**config.mk**
```make
export PLATFORM = sky130hd
export DESIGN_NAME = fifo_word_packer_flat
export DESIGN_NICKNAME = d
export VERILOG_FILES = /design/src/rtl/fifo_word_packer_if.sv /design/src/rtl/fifo_word_packer.sv /design/src/flat_wrapper.sv
export SDC_FILE = /design/constraint.sdc
export NUM_CORES = 1
export LEC_CHECK = 0
export CAP_MARGIN = 20
export CORE_UTILIZATION = 57
export DETAILED_ROUTE_END_ITERATION = 8
export DONT_BUFFER_PORTS = 1
export GPL_TIMING_DRIVEN = 0
export PLACE_DENSITY = 0.75
export SLEW_MARGIN = 20
export SYNTH_ARGS = -nofsm -noshare
export SYNTH_HDL_FRONTEND = slang
export SYNTH_SLANG_ARGS = --single-unit
export TNS_END_PERCENT = 100
```
**constraint.sdc**
```tcl
create_clock -name CLK -period 3.8 [get_ports CLK]
set_clock_uncertainty 0.05 [all_clocks]
set_input_delay 0.76 -clock CLK [delete_from_list [all_inputs] [get_ports CLK]]
set_output_delay 0.76 -clock CLK [all_outputs]
set_load 0.05 [all_outputs]
```
**src/rtl/fifo_word_packer_if.sv**
```systemverilog
// rtl/fifo_word_packer_if.sv - byte-stream input and output-FIFO write bundle for fifo_word_packer
// master = chip-side source and FIFO model, slave = the packer.
interface fifo_word_packer_if;
   logic [7:0]  byte_in;
   logic        byte_valid;
   logic        byte_ready;
   logic        FIFO_full;
   logic [31:0] FIFO_IN;
   logic        FIFO_wen;

   modport master (
      output byte_in, byte_valid, FIFO_full,
      input  byte_ready, FIFO_IN, FIFO_wen
   );

   modport slave (
      input  byte_in, byte_valid, FIFO_full,
      output byte_ready, FIFO_IN, FIFO_wen
   );
endinterface

```
**src/rtl/fifo_word_packer.sv**
```systemverilog
// rtl/fifo_word_packer.sv - packs a byte stream into little-endian 32-bit words for the output FIFO
// Optional WORD_TAG_EN: 3 data bytes per word, [31:24] carries word_count[7:0] as a sequence tag.
module fifo_word_packer #(
   parameter logic [7:0] PAD_BYTE = 8'h00,
   parameter int         CNT_W    = 16
) (
   input  logic              CLK,
   input  logic              rst_n,
   fifo_word_packer_if.slave bus,
   input  logic              flush,
   output logic              flush_done,
   output logic              busy,
   output logic [CNT_W-1:0]  word_count
);
`ifdef WORD_TAG_EN
   localparam int LANES = 3;
`else
   localparam int LANES = 4;
`endif
   localparam int DATA_W = 8 * LANES;

   typedef enum logic [1:0] {COLLECT, HOLD, WRITE} state_t;

   state_t            state;
   logic [1:0]        lane;
   logic [DATA_W-1:0] word_buf;
   logic              flush_pend;
   logic              from_flush;
   logic              accept;
   logic              completes;
   logic [2:0]        filled;
   logic [DATA_W-1:0] staged;
   logic [31:0]       out_word;

   assign bus.byte_ready = (state == COLLECT);
   assign busy           = (state != COLLECT) || (lane != 2'd0);
   assign accept         = bus.byte_valid && (state == COLLECT);
   assign filled         = {1'b0, lane} + {2'b00, accept};
   assign completes      = (filled == 3'(LANES));

   // Lanes beyond the last filled one are padded; harmless while collecting since later bytes overwrite them.
   always_comb begin
      staged = word_buf;
      if (accept) staged[{lane, 3'b000} +: 8] = bus.byte_in;
      for (int i = 0; i < LANES; i++) begin
         if (3'(i) >= filled) staged[8*i +: 8] = PAD_BYTE;
      end
   end

`ifdef WORD_TAG_EN
   assign out_word = {word_count[7:0], word_buf};
`else
   assign out_word = word_buf;
`endif

   always_ff @(posedge CLK or negedge rst_n) begin
      if (!rst_n) begin
         state        <= COLLECT;
         lane         <= 2'd0;
         word_buf     <= '0;
         flush_pend   <= 1'b0;
         from_flush   <= 1'b0;
         bus.FIFO_IN  <= '0;
         bus.FIFO_wen <= 1'b0;
         flush_done   <= 1'b0;
         word_count   <= '0;
      end else begin
         flush_done <= 1'b0;
         case (state)
            COLLECT: begin
               // A flush latched during HOLD/WRITE retires here with nothing left to write.
               if (flush_pend) begin
                  flush_done <= 1'b1;
                  flush_pend <= 1'b0;
               end
               if (accept) begin
                  word_buf <= staged;
                  lane     <= lane + 2'd1;
                  if (completes || flush) begin
                     state      <= HOLD;
                     from_flush <= flush;
                  end
               end else if (flush) begin
                  if (lane != 2'd0) begin
                     word_buf   <= staged;
                     state      <= HOLD;
                     from_flush <= 1'b1;
                  end else begin
                     flush_done <= 1'b1;
                  end
               end
            end
            HOLD: begin
               if (flush) flush_pend <= 1'b1;
               if (!bus.FIFO_full) begin
                  state        <= WRITE;
                  bus.FIFO_wen <= 1'b1;
                  bus.FIFO_IN  <= out_word;
               end
            end
            WRITE: begin
               if (flush) flush_pend <= 1'b1;
               bus.FIFO_wen <= 1'b0;
               word_count   <= word_count + CNT_W'(1);
               lane         <= 2'd0;
               state        <= COLLECT;
               flush_done   <= from_flush;
               from_flush   <= 1'b0;
            end
            default: state <= COLLECT;
         endcase
      end
   end
endmodule
```
**src/flat_wrapper.sv**
```systemverilog
// flat-port wrapper written by rule: the top's interface ports become plain ports
module fifo_word_packer_flat 
#(
   parameter logic [7:0] PAD_BYTE = 8'h00,
   parameter int         CNT_W    = 16
)
  (CLK, rst_n, flush, flush_done, busy, word_count, bus_byte_in, bus_byte_valid, bus_FIFO_full, bus_byte_ready, bus_FIFO_IN, bus_FIFO_wen);
  fifo_word_packer_if bus_i ();
  input  logic CLK;
  input  logic rst_n;
  input  logic flush;
  output logic flush_done;
  output logic busy;
  output logic [CNT_W-1:0] word_count;
  input wire logic [$bits(bus_i.byte_in)-1:0] bus_byte_in;
  input wire logic [$bits(bus_i.byte_valid)-1:0] bus_byte_valid;
  input wire logic [$bits(bus_i.FIFO_full)-1:0] bus_FIFO_full;
  output wire logic [$bits(bus_i.byte_ready)-1:0] bus_byte_ready;
  output wire logic [$bits(bus_i.FIFO_IN)-1:0] bus_FIFO_IN;
  output wire logic [$bits(bus_i.FIFO_wen)-1:0] bus_FIFO_wen;
  assign bus_i.byte_in = bus_byte_in;
  assign bus_i.byte_valid = bus_byte_valid;
  assign bus_i.FIFO_full = bus_FIFO_full;
  assign bus_byte_ready = bus_i.byte_ready;
  assign bus_FIFO_IN = bus_i.FIFO_IN;
  assign bus_FIFO_wen = bus_i.FIFO_wen;
  fifo_word_packer #(.PAD_BYTE(PAD_BYTE), .CNT_W(CNT_W)) u_core (.CLK(CLK), .rst_n(rst_n), .bus(bus_i), .flush(flush), .flush_done(flush_done), .busy(busy), .word_count(word_count));
endmodule
```
### After elaboration in Yosys (flattened, before gate mapping)

Index checks and enable logic that the tools add are counted.

* register bits after elaboration: 88
* input bits: 13
* output and inout port bits: 52
* logic and storage cells: 79

* $add $sub $neg: 4
* magnitude comparators: 4
* equality and inequality tests: 9
* shift operators: 2
* muxes and demuxes: 31
* bitwise logic cells: 1
* reductions and logical operators: 19

Operators with widths (number)
* two-way mux 32 bit: 4
* bitwise mux 32 bit: 1
* two-way mux 8 bit: 4
* variable shift 8 x 7 -> 32 bit (first input constant): 1
* indexed part select 8 x 7 -> 32 bit: 1
* adder 16 x 1 -> 16 bit (second input constant): 1
* nonzero test 2 bit: 7
* two-way mux 2 bit: 6
* two-way mux 1 bit: 10
* one-hot mux 1 bit (2 select lines): 4
* one-hot mux 2 bit (2 select lines): 2
* AND reduction 2 bit: 4
* AND reduction 4 bit: 2
* negator 5 -> 7 bit: 1
* greater-or-equal comparator 1 x 3 -> 1 bit (first input constant): 2
* greater-or-equal comparator 2 x 3 -> 1 bit (first input constant): 2
* inequality test 2 x 1 -> 1 bit (second input constant): 2
* adder 2 x 1 -> 3 bit: 1
* == test 3 bit (second input constant): 1
* inequality test 3 x 1 -> 1 bit (second input constant): 1
* inequality test 3 x 2 -> 1 bit (second input constant): 1
* inequality test 3 bit (second input constant): 1
* AND reduction 3 bit: 1
* adder 2 x 1 -> 2 bit (second input constant): 1
* 8 further kinds: 9

### Longest topological paths before layout

* depth after elaboration: 8
* depth in mapped cells: 11
* depth with buffers taken out: 9

### Worst setup path after synthesis

No wires, ideal clock.

* path kind: reg2reg
* start point: register u_core.state[0]
* end point: register u_core.word_buf[16] (netlist: u_core.out_word[16])
* library setup time: 0.121 ns
* arrival: 2.687 ns
* required time: 3.629 ns
* path slack: 0.942 ns
* stages on the path, launching flop included: 10
* buffers on the path: 2
* clock period less this slack: 2.858 ns
* cells stage by stage: dfrtp_1 inv_1 ha_1 clkbuf_1 nand3_1 ha_1 a221oi_1 or4b_4 buf_6 a22o_1

* cells in the longest elaborated chain, start to end: 8
* elaborated cells between the ends (all ways): 12
* those cells by class: 1 x add/sub; 1 x order compare; 5 x mux; 5 x reduce/logical

RTL lines
* start, declared: RTL line fifo_word_packer.sv:24 `state_t state;`
* start signal, assigned: RTL line fifo_word_packer.sv:58 `state <= COLLECT;`
* start signal, assigned: RTL line fifo_word_packer.sv:80 `state <= HOLD;`
* start signal, assigned: RTL line fifo_word_packer.sv:86 `state <= HOLD;`
* zero test 2 bit (*)
* net bus_byte_ready: RTL line flat_wrapper.sv:18 `output wire logic [$bits(bus_i.byte_ready)-1:0] bus_byte_ready;`
* logical AND 1 bit: RTL line fifo_word_packer.sv:37 `assign accept = bus.byte_valid && (state == COLLECT);`
* adder 2 x 1 -> 3 bit: RTL line fifo_word_packer.sv:38 `assign filled = {1'b0, lane} + {2'b00, accept};`
* greater-or-equal comparator 2 x 3 -> 1 bit: RTL line fifo_word_packer.sv:46 `if (3'(i) >= filled) staged[8*i +: 8] = PAD_BYTE;`
* two-way mux 8 bit: RTL line fifo_word_packer.sv:46
* two-way mux 32 bit: RTL line fifo_word_packer.sv:84 `if (lane != 2'd0) begin`
* two-way mux 32 bit: RTL line fifo_word_packer.sv:83 `end else if (flush) begin`
* two-way mux 32 bit: RTL line fifo_word_packer.sv:76 `if (accept) begin`
* end signal, assigned: RTL line fifo_word_packer.sv:77 `word_buf <= staged;`
* end signal, assigned: RTL line fifo_word_packer.sv:85 `word_buf <= staged;`
* end, declared: RTL line fifo_word_packer.sv:26 `logic [DATA_W-1:0] word_buf;`

Mark *: on every way through the listed nets, which the timed path passes. The rest lies on a longest branch. The select of a mux whose other input is x is not followed.
A chain may end at the register's enable or synchronous reset.

### Worst setup path after layout

* start point: register u_core.state[0]
* end point: register u_core.state[0]

* cells in the longest elaborated chain, start to end: 7
* elaborated cells between the ends (all ways): 13
* those cells by class: 1 x add/sub; 6 x eq/ne; 2 x mux; 4 x reduce/logical

RTL lines
* zero test 2 bit (*)
* net bus_byte_ready: RTL line flat_wrapper.sv:18
* logical AND 1 bit: RTL line fifo_word_packer.sv:37
* adder 2 x 1 -> 3 bit: RTL line fifo_word_packer.sv:38
* == test 3 bit: RTL line fifo_word_packer.sv:39 `assign completes = (filled == 3'(LANES));`
* logical OR 1 bit: RTL line fifo_word_packer.sv:79 `if (completes || flush) begin`
* inequality test 3 bit (no line)
* AND reduction 4 bit (no line)

Mark *: on every way through the listed nets, which the timed path passes. The rest lies on a longest branch.

==> metrics <==
first-pass GRT wire length=11.8 mm; clock sinks=88; H-tree depth=3; GR Util met1=0.310; fmax=0.294 GHz; clk_lat worst skew=360 ps; CTS tree=yes; Finished Layout Cells=401; Worst Path Max Fanout=10; antenna violation net count after detailed routing=0; crit start category=flip-flop; synthesis-to-finish area growth=7.45%; total setup buffers inserted after CTS=0; Setup-failing EPs final=0; critical path arrival=3600 ps; critical path's most frequent cell=ha_1; commonest non-fill, non-tap cell in the layout=dfrtp_1; Setup crit end kind=flip-flop; routed len/inst=17.6 µm; Yosys top cell by area=dfrtp_1; GRT overflow=0; clk buf depth=2; vias in the first global route=2319; pin count of the biggest net entering global routing=89; most frequent cells in the layout=dfrtp_1 (88), nand2_1 (42), mux2_2 (34); dominant cells by area after synthesis=dfrtp_1 (58%), mux2_2 (10%), ha_1 (5.0%); Die H=83.4 µm; #FFs+latches synth=88; met2 Track Usage GR=0.328; Tot Pwr=0.00264 W; row count=29; DRC=0; Hold Crit Class=input port to async pin; Avg Cell Area, Syn=12.3 µm²; Core ar.=6390 µm²; Num CTS Buffers=9; fin crit period=3410 ps; sequential share of the synthesized area=0.583; layout cells sized above 1=0.188; Syn Nets=336; I/O pins=65; diode count=0; Leak=1.95 nW; GP Congestion=0.822; Via Count=2311; crit path kind=flip-flop to flip-flop; Hold Slack=31.4 ps; CP Data Required Time=3990 ps; initial drt markers=150; DR pass1 iterations=5; antenna violations before repair=0; RSZ-0062 raised after global routing=false; die area=6960 µm²; worst-margin pin slew=837 ps; mapped cell area=3780 µm²; Via density=5.76; PwrDens=651 nW/µm²; max-cap violations=0; outcome=finished clean; worst rel slew slack=0.437; grt peak-use layer=met2; CP Cell Sequence=inv_1 -> ha_1 -> clkbuf_1 -> nand3_1 -> ha_1 -> and3b_1 -> o32ai_1 -> a21oi_1 -> mux2_2; part of the cycle the worst path needs=0.896; met3 Usage GRT=0.0547; placed insts=385; Peak VDD IR=441 µV; Yosys warning count=0; # hold bufs at CTS=0; top-area cell type share of the netlist area=0.583; setup TNS=0 ps; Critical Path Max Stage Delay=660 ps; Worst-path clk slew=90 ps; CTS Root Cell=clkbuf_8; R2R depth=9; Port Buffers=0; DP HPWL=4.83 mm; starting density of the core=0.591; post-CTS resize count=0; Pins Over Slew Limit=0; wirelength, routed=7.06 mm; Final nets=347; count of different cell masters after synthesis=37; endpoints failing hold=0; Syn Inst Count=308; Die Span X=83.4 µm; CP max stage cell=ha_1; overall global routing resource usage=0.221
final cells by class:
| class | instances | area, µm² |
|---|---|---|
| plain buffers | 11 | 56.3 |
| inverters | 17 | 63.8 |
| multi-input cells | 192 | 1460 |
| well taps | 77 | 96.3 |
| clock buffers | 10 | 128 |
| clock inverters | 6 | 51.3 |
| fillers | 512 | 2330 |
| flip-flops and latches | 88 | 2200 |
report_power, final:
part           switching, W  internal, W
registers          0.000309      0.00105
logic              0.000414     0.000277
clock network      0.000346     0.000247
per-layer routing:
layer  vias up  part of all wire
met5         -                 0
met3        12             0.049
met4         0             0.019
met1      1152              0.46
met2        69              0.47
li1       1078                 -
critical path: cells and delay by family, from the launching register on:
kind	cells	cell delay, ps
buf+inv	2	540
simple gates	2	400
compound gates	2	600
mux	1	300
flops	1	410
fa+ha+maj	2	1000
final timing paths:
path | from | end | slack [ps]
setup / recovery | u_core.state[0] | u_core.state[0] | 390
hold / removal | rst_n | u_core.bus.FIFO_IN[18] | 30
setup reg to reg | u_core.state[0] | u_core.state[0] | 390
hold reg to reg | u_core.out_word[14] | u_core.out_word[14] | 440
max in group asynchronous | rst_n | u_core.lane[1] | 3540
min in group CLK | u_core.out_word[14] | u_core.out_word[14] | 440
cell families (layout without fill, tap and decap cells):
| logic type | count (synthesis) | in the layout | synth area share |
|---|---|---|---|
| mux | 42 | 42 | 0.123 |
| xor+xnor | 15 | 15 | 0.0348 |
| flops | 88 | 88 | 0.583 |
| simple gates | 79 | 79 | 0.103 |
| compound gates | 41 | 41 | 0.0755 |
| buf+inv | 28 | 44 | 0.0318 |
| fa+ha+maj | 15 | 15 | 0.0497 |
cells in the mapped netlist:
cell type  number
o32ai_1         1
xor2_1          5
nand3_1         8
nor4_1          2
buf_2           6
buf_6           1
buf_1           1
nor4_2          1
nor2_1          7
a22o_1         16
clkbuf_1        3
o21ai_0        15
and3_1          3
nand2_1        42
nand4_1         2
and3b_1         2
mux2i_1         8
nor2b_4         1
nor2_2          1
and4_1          1
xnor2_1        10
inv_1          17
or4b_4          1
nor2b_1         1
ha_1           15
nand2b_1        3
a21boi_0        1
dfrtp_1        88
o21ai_1         1
o22a_1          1
nor3_1          3
a21oi_1         3
nand3b_1        1
a221oi_1        1
mux2_2         34
a32oi_1         1
o21a_1          1
flip-flops by register name (all words and copies together) (netlist names), 2 cells and up:
signal / count
u_core.state: 2
u_core.out_word: 32
u_core.word_count: 16
u_core.lane: 2
u_core.bus.FIFO_IN: 32
per-stage QoR:
stage	utilization	cell area, µm²	setup WS (ps)
6_report	0.636	4060	394
4_1_cts	0.635	4050	276
5_1_grt	0.636	4060	195
3_3_place_gp	0.607	3870	424
2_1_floorplan	-	3780	942
3_5_place_dp	0.607	3870	366
(Power assumes the default switching activity.)
